<file path="config.mk">
export PLATFORM = sky130hd
export DESIGN_NAME = irq_controller
export DESIGN_NICKNAME = d
export VERILOG_FILES = /design/src/rtl/irq_controller_pkg.sv /design/src/rtl/irq_src_cond.sv /design/src/rtl/irq_controller.sv
export SDC_FILE = /design/constraint.sdc
export NUM_CORES = 1
export LEC_CHECK = 0
export ABC_AREA = 1
export BUFFER_PORTS_ARGS = -buffer_cell sky130_fd_sc_hd__buf_2
export CAP_MARGIN = 0
export CORE_ASPECT_RATIO = 1.2
export CORE_MARGIN = 2
export CORE_UTILIZATION = 43
export CTS_BUF_LIST = sky130_fd_sc_hd__clkbuf_4 sky130_fd_sc_hd__clkbuf_8
export CTS_CLUSTER_SIZE = 28
export DETAILED_ROUTE_END_ITERATION = 10
export PLACE_DENSITY = 0.79
export SETUP_SLACK_MARGIN = 0.02
export SLEW_MARGIN = 25
export SYNTH_ARGS = -nofsm -noshare
export SYNTH_HDL_FRONTEND = slang
export SYNTH_HIERARCHICAL = 1
export SYNTH_SLANG_ARGS = --single-unit
</file>
<file path="constraint.sdc">
create_clock -name Clock -period 1.2 [get_ports Clock]
set_input_delay 0.06 -clock Clock [delete_from_list [all_inputs] [get_ports Clock]]
set_output_delay 0.06 -clock Clock [all_outputs]
set_load 0.03 [all_outputs]
</file>
<file path="src/rtl/irq_controller_pkg.sv">
// Shared definitions for the interrupt controller: register offsets, FSM
// state codes and CLAIM/CTRL field positions.
// Optional feature macro: IRQ_EDGE_EN (per-source edge mode in CTRL[13:8]).
package irq_controller_pkg;

  localparam int unsigned DATA_W  = 32;
  localparam int unsigned HWINT_W = 6;

  // Word offsets inside the 16-byte window (PrAddr[3:2])
  localparam logic [1:0] IRQ_MASK  = 2'd0;
  localparam logic [1:0] IRQ_PEND  = 2'd1;
  localparam logic [1:0] IRQ_CLAIM = 2'd2;
  localparam logic [1:0] IRQ_CTRL  = 2'd3;

  // Field positions
  localparam int unsigned CLAIM_VALID_BIT = 31;
  localparam int unsigned CTRL_GEN_BIT    = 0;
  localparam int unsigned CTRL_EDGE_LSB   = 8;
  localparam int unsigned CTRL_EDGE_MSB   = 13;

  typedef enum logic [1:0] {
    IDLE    = 2'd0,
    ASSERT  = 2'd1,
    SERVICE = 2'd2
  } state_e;

endpackage

</file>
<file path="src/rtl/irq_src_cond.sv">
// Per-source request qualifier: level (src high) or edge (src rose since
// the previous cycle). Edge history exists only when IRQ_EDGE_EN is defined.
// Ports: clk, rst_n (synchronous, active-low), src (raw line),
//        edge_mode (1 = edge qualify), cond_c (combinational set request).
module irq_src_cond
  import irq_controller_pkg::*;
(
  input  logic clk,
  input  logic rst_n,
  input  logic src,
  input  logic edge_mode,
  output logic cond_c
);

`ifdef IRQ_EDGE_EN
  logic prev_q;
  logic prev_d;

  assign prev_d = src;

  // History clears on reset so a line held high yields one edge afterwards
  always_ff @(posedge clk) begin
    if (!rst_n) prev_q <= 1'b0;
    else        prev_q <= prev_d;
  end

  always_comb begin
    cond_c = src;
    if (edge_mode) cond_c = src & ~prev_q;
  end
`else
  logic unused_sig;
  assign unused_sig = clk ^ rst_n ^ edge_mode;
  assign cond_c     = src;
`endif

endmodule

</file>
<file path="src/rtl/irq_controller.sv">
// Programmable interrupt controller: latches device requests, masks them,
// picks the lowest-index enabled source and presents it one-hot on HWInt,
// with a claim (read CLAIM) / complete (write CLAIM) handshake.
// Ports: Clock, Reset (synchronous, active-low), Src[N_SRC] raw IRQ lines,
//        Sel/PrAddr/PrWe/PrRe/PrWd bus slave inputs, PrRd combinational
//        read data (0 when Sel=0), HWInt registered one-hot request.
// Optional feature macro: IRQ_EDGE_EN (CTRL[13:8] per-source edge mode).
module irq_controller
  import irq_controller_pkg::*;
#(
  parameter int unsigned N_SRC = 6,
  parameter int unsigned ID_W  = 3
) (
  input  logic                 Clock,
  input  logic                 Reset,
  input  logic [N_SRC-1:0]     Src,
  input  logic                 Sel,
  input  logic [1:0]           PrAddr,
  input  logic                 PrWe,
  input  logic                 PrRe,
  input  logic [DATA_W-1:0]    PrWd,
  output logic [DATA_W-1:0]    PrRd,
  output logic [HWINT_W-1:0]   HWInt
);

  logic [N_SRC-1:0]   mask_q, mask_d;
  logic [N_SRC-1:0]   pend_q, pend_d;
  logic [N_SRC-1:0]   pend_clr_c;
  logic [N_SRC-1:0]   cond_c;
  logic [N_SRC-1:0]   edge_mode_c;
  logic               gen_q, gen_d;
  state_e             state_q, state_d;
  logic [ID_W-1:0]    id_q, id_d;
  logic [ID_W-1:0]    insvc_q, insvc_d;
  logic [HWINT_W-1:0] hwint_q, hwint_d;

  logic               wr_mask_c, wr_pend_c, wr_ctrl_c;
  logic               claim_c, complete_c;
  logic               win_valid_c;
  logic [ID_W-1:0]    win_id_c;
  logic               unused_wd;

  assign unused_wd = ^PrWd;

  // Bus decode
  assign wr_mask_c  = Sel & PrWe & (PrAddr == IRQ_MASK);
  assign wr_pend_c  = Sel & PrWe & (PrAddr == IRQ_PEND);
  assign wr_ctrl_c  = Sel & PrWe & (PrAddr == IRQ_CTRL);
  assign claim_c    = Sel & PrRe & (PrAddr == IRQ_CLAIM) & (state_q == ASSERT);
  assign complete_c = Sel & PrWe & (PrAddr == IRQ_CLAIM) & (state_q == SERVICE) &
                      (PrWd[ID_W-1:0] == insvc_q);

`ifdef IRQ_EDGE_EN
  logic [N_SRC-1:0] edge_q, edge_d;

  always_comb begin
    edge_d = edge_q;
    if (wr_ctrl_c) edge_d = PrWd[CTRL_EDGE_LSB +: N_SRC];
  end

  always_ff @(posedge Clock) begin
    if (!Reset) edge_q <= '0;
    else        edge_q <= edge_d;
  end

  assign edge_mode_c = edge_q;
`else
  assign edge_mode_c = '0;
`endif

  // One qualifier per source
  for (genvar i = 0; i < N_SRC; i++) begin : g_src
    irq_src_cond u_cond (
      .clk       (Clock),
      .rst_n     (Reset),
      .src       (Src[i]),
      .edge_mode (edge_mode_c[i]),
      .cond_c    (cond_c[i])
    );
  end

  // Fixed priority: lowest enabled pending index wins, gated by GEN
  always_comb begin
    win_valid_c = 1'b0;
    win_id_c    = '0;
    for (int i = N_SRC - 1; i >= 0; i--) begin
      if (gen_q && pend_q[i] && mask_q[i]) begin
        win_valid_c = 1'b1;
        win_id_c    = ID_W'(i);
      end
    end
  end

  // Register file next state; a new request beats a same-cycle clear
  always_comb begin
    mask_d = mask_q;
    if (wr_mask_c) mask_d = PrWd[N_SRC-1:0];
    gen_d = gen_q;
    if (wr_ctrl_c) gen_d = PrWd[CTRL_GEN_BIT];
    pend_clr_c = '0;
    if (wr_pend_c) pend_clr_c = PrWd[N_SRC-1:0];
    if (claim_c)   pend_clr_c = pend_clr_c | (N_SRC'(1) << id_q);
    pend_d = (pend_q & ~pend_clr_c) | cond_c;
  end

  // FSM next state and HWInt
  always_comb begin
    state_d = state_q;
    id_d    = id_q;
    insvc_d = insvc_q;
    hwint_d = '0;
    case (state_q)
      IDLE: begin
        if (win_valid_c) begin
          state_d = ASSERT;
          id_d    = win_id_c;
          hwint_d = HWINT_W'(1) << win_id_c;
        end
      end
      ASSERT: begin
        hwint_d = hwint_q;
        if (claim_c) begin
          state_d = SERVICE;
          insvc_d = id_q;
          hwint_d = '0;
        end else if (!(gen_d && mask_d[id_q])) begin
          // Withdraw as soon as the mask/GEN write commits
          state_d = IDLE;
          hwint_d = '0;
        end
      end
      SERVICE: begin
        if (complete_c) state_d = IDLE;
      end
      default: state_d = IDLE;
    endcase
  end

  always_ff @(posedge Clock) begin
    if (!Reset) begin
      mask_q  <= '0;
      pend_q  <= '0;
      gen_q   <= 1'b0;
      state_q <= IDLE;
      id_q    <= '0;
      insvc_q <= '0;
      hwint_q <= '0;
    end else begin
      mask_q  <= mask_d;
      pend_q  <= pend_d;
      gen_q   <= gen_d;
      state_q <= state_d;
      id_q    <= id_d;
      insvc_q <= insvc_d;
      hwint_q <= hwint_d;
    end
  end

  assign HWInt = hwint_q;

  // Read mux; a CLAIM read only shows the valid ID when it is an actual claim
  always_comb begin
    PrRd = '0;
    if (Sel) begin
      case (PrAddr)
        IRQ_MASK: PrRd = DATA_W'(mask_q);
        IRQ_PEND: PrRd = DATA_W'(pend_q);
        IRQ_CLAIM: begin
          if (claim_c) begin
            PrRd                  = DATA_W'(id_q);
            PrRd[CLAIM_VALID_BIT] = 1'b1;
          end
        end
        IRQ_CTRL: begin
          PrRd[CTRL_GEN_BIT] = gen_q;
`ifdef IRQ_EDGE_EN
          PrRd[CTRL_EDGE_LSB +: N_SRC] = edge_q;
`endif
        end
        default: PrRd = '0;
      endcase
    end
  end

endmodule

</file>
Word level (Yosys, flattened, before mapping)
Index checks and enable logic that the tools add are counted.
- magnitude comparators: 1
- equality and inequality tests: 9
- shift operators: 2
- mux-type cells: 31
- bitwise operators: 14
- reductions and logical operators: 18
- operator list (cell ; count):
    $pmux 31 s3 ; 1
    $mux 32 ; 2
    $mux 6 ; 6
    $mux 3 ; 6
    $logic_and 1x1->1 ; 13
    $or 6x6->6 ; 2
    $pmux 6 s2 ; 1
    $shl 1x3->6 const A ; 2
    $and 1x1->1 ; 10
    $mux 1 ; 8
    $mux 2 ; 4
    $and 6x6->6 ; 1
    $eq 2x2->1 const B ; 3
    $not 6->6 ; 1
    $pmux 2 s3 ; 1
    $eq 2x1->1 const B ; 2
    $logic_not 2->1 ; 2
    $lt 3x4->1 const B ; 1
    $ne 2x2->1 const B ; 2
    $pmux 1 s4 ; 1
    $reduce_and 2->1 ; 2
    $bmux 1 s3 ; 1
    $eq 3x3->1 ; 1
    $ne 3x3->1 const B ; 1
    $reduce_and 3->1 ; 1
- register bits: 27
- bits of input ports: 45
- output and inout port bits: 38
- logic and storage cells: 82

Longest topological paths before layout
- word-level depth: 11
- gate-level depth with buffers: 11
- gate-level depth less buffers: 10

Hierarchy
The synthesis kept the hierarchy.
- by module, submodules not included (module ; times used ; cells an instance ; area an instance (sq um) ; sequential area each (sq um)):
    irq_controller ; 1 ; 232 ; 1621.6 ; 540.5
    irq_src_cond ; 6 ; 1 ; 7.5 ; 0.0

Least setup slack after synthesis
No wires, ideal clock.
- kind: register to output
- start: register state_q[0]
- end: output PrRd[0]
- arrival time: 1800 ps
- data required time: 1140 ps
- setup slack: -660 ps
- cell stages (with the launch flop): 7
- buffers on the path: 0
- path through: dfxtp_1 > inv_1 > nor2_1 > nand4_1 > inv_2 > nand2_1 > a311oi_1
- longest elaborated chain between the ends: 5
- RTL lines (element ; RTL line ; source):
    from (decl) ; irq_controller.sv:32 ; state_e state_q, state_d;
    from (signal assigned) ; irq_controller.sv:152 ; state_q <= state_d;
    $eq 2x1->1 ; irq_controller.sv:49 ; assign claim_c = Sel & PrRe & (PrAddr == IRQ_CLAIM) & (state_q == ASSERT);
    $and 1x1->1 ; irq_controller.sv:49 ;
    $mux 32 ; irq_controller.sv:169 ; if (claim_c) begin
    $pmux 1 s4 ; irq_controller.sv:165 ; case (PrAddr)
    $mux 32 ; irq_controller.sv:164 ; if (Sel) begin
    to (decl) ; irq_controller.sv:22 ; output logic [DATA_W-1:0] PrRd,
No other way between the ends.

Final worst setup path
Same ends and word-level chain as after synthesis.

==> flow_metrics.py <==
metrics = {
    "grt": {
        "grt_use_total": 0.250,
        "gr-usage-met2": 0.437,
        "grt_pass1_vias": 1848,
        "grt_busiest_layer": "met2",
        "use_met1": 0.299,
        "grt_pass1_wl_um": 8360,
        "antenna_found_initial": 0,
        "grt_max_degree": 17,
        "gr-total-overflow": 0,
        "grtUsageMet3": 0.0250,
    },
    "die": {
        "rows": 24,
        "dieArea_mm2": 0.00439,
        "die_w_um": 60.8,
        "io_pins": 83,
        "die_h_um": 72.2,
        "core_area_mm2": 0.00366,
        "start_util": 0.455,
    },
    "synth": {
        "syn_inst": 238,
        "synth_edf_count": 0,
        "avgSynthCellArea_um2": 7.00,
        "ys.flop_type": "dfxtp_1",
        "synth_top_area_cell": "dfxtp_1",
        "synth.area.top_cells": "dfxtp_1, buf_4, nand2_1",
        "ys_ff_latch": 27,
        "synth_top_area_frac": 0.324,
        "async_reset_ff_frac": 0,
        "ys_types": 31,
        "ys_warn_count": 6,
        "ys_seq_area_frac": 0.324,
        "syn_area_mm2": 0.00167,
        "synth_common_cells": "nand2_1, buf_4, nand3_1",
        "yosysMostFrequentCell": "nand2_1",
    },
    "drt": {
        "antenna_left": 0,
        "drt-pass1-iter-count": 4,
        "vias": 1963,
        "wl_per_cell_um": 15.8,
        "drt-initial-drc-count": 116,
        "vias_per_cell": 5.28,
        "postRouteWirelength_um": 5880,
        "route.detailed.drc": 0,
    },
    "final_layout": {
        "fillers": 264,
        "areaGrowthSynthToFinish_pct": 61.5,
        "fin_nets": 366,
        "drive_gt1_frac": 0.556,
        "design_area_mm2": 0.00269,
        "n_antenna_cell": 0,
    },
    "power": {
        "p_leak_nw": 1.11,
        "power_mw": 1.95,
        "power_density_mw_per_mm2": 723,
        "irDropWorstVdd_uv": 581,
    },
    "hold_path": {
        "hold_class": "input pin to register",
    },
    "job": {
        "maxCapViolCount": 0,
    },
    "place": {
        "place_area_mm2": 0.00214,
        "numPortBuffers": 31,
        "place_congestion": 0.878,
        "dpl.hpwl_um": 3460,
    },
    "outcome": {
        "violations": "negative setup slack",
        "status": "finished with violations",
    },
    "clock_tree": {
        "clockRootBuffer": "clkbuf_8",
        "cts.sinks": 27,
        "clk_pin_slew_ns": 0.10,
        "cts_made_buffers": 3,
        "cts_htree_levels": 1,
        "cts_tree": "done",
        "cts_buffer_depth": 2,
        "worstSkewPairLatency_ns": 0.29,
    },
    "critical_path": {
        "critPathMaxStageDelay_ns": 0.36,
        "critPathBufInv": 3,
        "cp.required_ns": 1.14,
        "worstPathMaxFanout": 4,
        "crit_family": "buffers and inverters",
        "cp-end-kind": "primary output",
        "crit_path_cell_trace": "inv_2 > nor2_4 > nand4_1 > inv_4 > nand2_4 > a311oi_4 > buf_6",
        "criticalPathCategory": "register to primary output",
        "cp-start-kind": "register",
        "arrival_ns": 1.67,
        "cp_slowest_cell": "dfxtp_2",
    },
    "timing": {
        "rsz0062_at_grt": "yes",
        "min_period_ns": 1.73,
        "hold_violations": 0,
        "fmax_mhz": 579,
        "fin_skew_ns": 0.00422,
        "setup_viol": 24,
        "final_max_slew_viol_count": 0,
        "fin_crit_sh": 1.44,
        "setup_slack_ns": -0.527,
    },
}
-- report_power, final --
| part | internal (mW) | leakage, nW | switching, mW |
|---|---|---|---|
| Sequential | 0.913 | 0.224 | 0.0291 |
| Combinational | 0.154 | 0.867 | 0.276 |
| Clock | 0.237 | 0.0217 | 0.336 |
| Total | 1.30 | 1.11 | 0.641 |
-- layout make-up --
cell class	count	area (µm²)	area share
sequential	27	557	0.207
timing repair buffer	90	716	0.266
multi-input combinational	180	1230	0.456
clock inverter	1	7.51	0.00279
tap	52	65.1	0.0242
clock buffer	3	41.3	0.0153
inverter	19	78.8	0.0293
-- cell usage in the layout, fill, tap and decap left out, types with 2 or more instances in the layout --
master / netlist / final
dfxtp_4: 0 / 3
dfxtp_1: 27 / 20
nand3_2: 4 / 20
nor2_1: 19 / 12
buf_4: 31 / 44
buf_12: 0 / 2
dfxtp_2: 0 / 4
xor2_1: 2 / 2
conb_1: 1 / 25
o21ai_4: 1 / 3
nand4_1: 5 / 5
nor2_2: 1 / 4
nand3_1: 30 / 9
buf_6: 2 / 16
inv_1: 15 / 7
a21oi_2: 0 / 10
nand3b_1: 2 / 2
a31oi_1: 8 / 6
buf_2: 1 / 23
nand2_1: 48 / 35
or2_4: 0 / 3
inv_2: 3 / 9
clkbuf_8: 0 / 3
dlygate4sd3_1: 0 / 5
nor2_4: 1 / 5
nand2_2: 2 / 14
nand3_4: 0 / 5
a31oi_4: 0 / 2
a21oi_1: 20 / 10
-- path summary, 6_finish.rpt --
path                                  end  depth (start not counted)        from  slack (ns)
worst min-delay path            pend_q[1]                          3      Src[1]       0.004
worst max-delay path              PrRd[0]                          7  state_q[0]       -0.53
worst min register to register   HWInt[0]                          2    HWInt[0]        0.48
worst max register to register  pend_q[3]                          9  state_q[0]       -0.33
-- per-stage QoR --
step                utilization  TNS [ns]  hold WS [ns]  std cells  setup WS, ns
floorplan                     -     -1.06         0.222        262        -0.273
global placement          0.584     -3.06         0.268        349        -0.196
detailed placement        0.584     -3.87         0.274        349        -0.241
CTS                       0.677     -4.11      0.000467        367        -0.445
global route              0.735     -6.99        0.0197        372        -0.634
finish                    0.735     -5.04       0.00379        372        -0.527
-- sequential cells by signal, indices dropped and copies added, names as in the netlist --
| signal | flops |
|---|---|
| mask_q | 6 |
| insvc_q | 3 |
| gen_q | 1 |
| HWInt | 6 |
| state_q | 2 |
| id_q | 3 |
| pend_q | 6 |
-- layer usage --
metal  share of wire  vias to the layer above
met2            0.53                      105
met5               0                        -
met4           0.035                        0
li1                -                      897
met1            0.37                      934
met3           0.063                       27
-- cell families (layout without fill, tap and decap cells) --
| logic type | Yosys count | in the layout | share of synthesized area |
|---|---|---|---|
| AO/OA/AOI/OAI | 35 | 35 | 0.123 |
| XOR/XNOR | 3 | 3 | 0.0158 |
| buffers and inverters | 55 | 113 | 0.203 |
| flip-flops | 27 | 27 | 0.324 |
| other | 1 | 25 | 0.00225 |
| AND/OR/NAND/NOR | 117 | 117 | 0.331 |
-- what timing repair did --
action | CTS | global route
pin swaps | 20 | 23
hold endpoints to repair | 5 | 0
buffers inserted | 12 | 7
resized for setup | 49 | 46
hold buffers | 5 | 0
endpoints found under the setup margin | 25 | 28
-- worst min-delay path, cell delays in order --
cell	delay (ns)
buf_2	0.09
a31oi_1	0.04
nor2_1	0.07
Note: power is estimated with default switching activity, not from simulation.
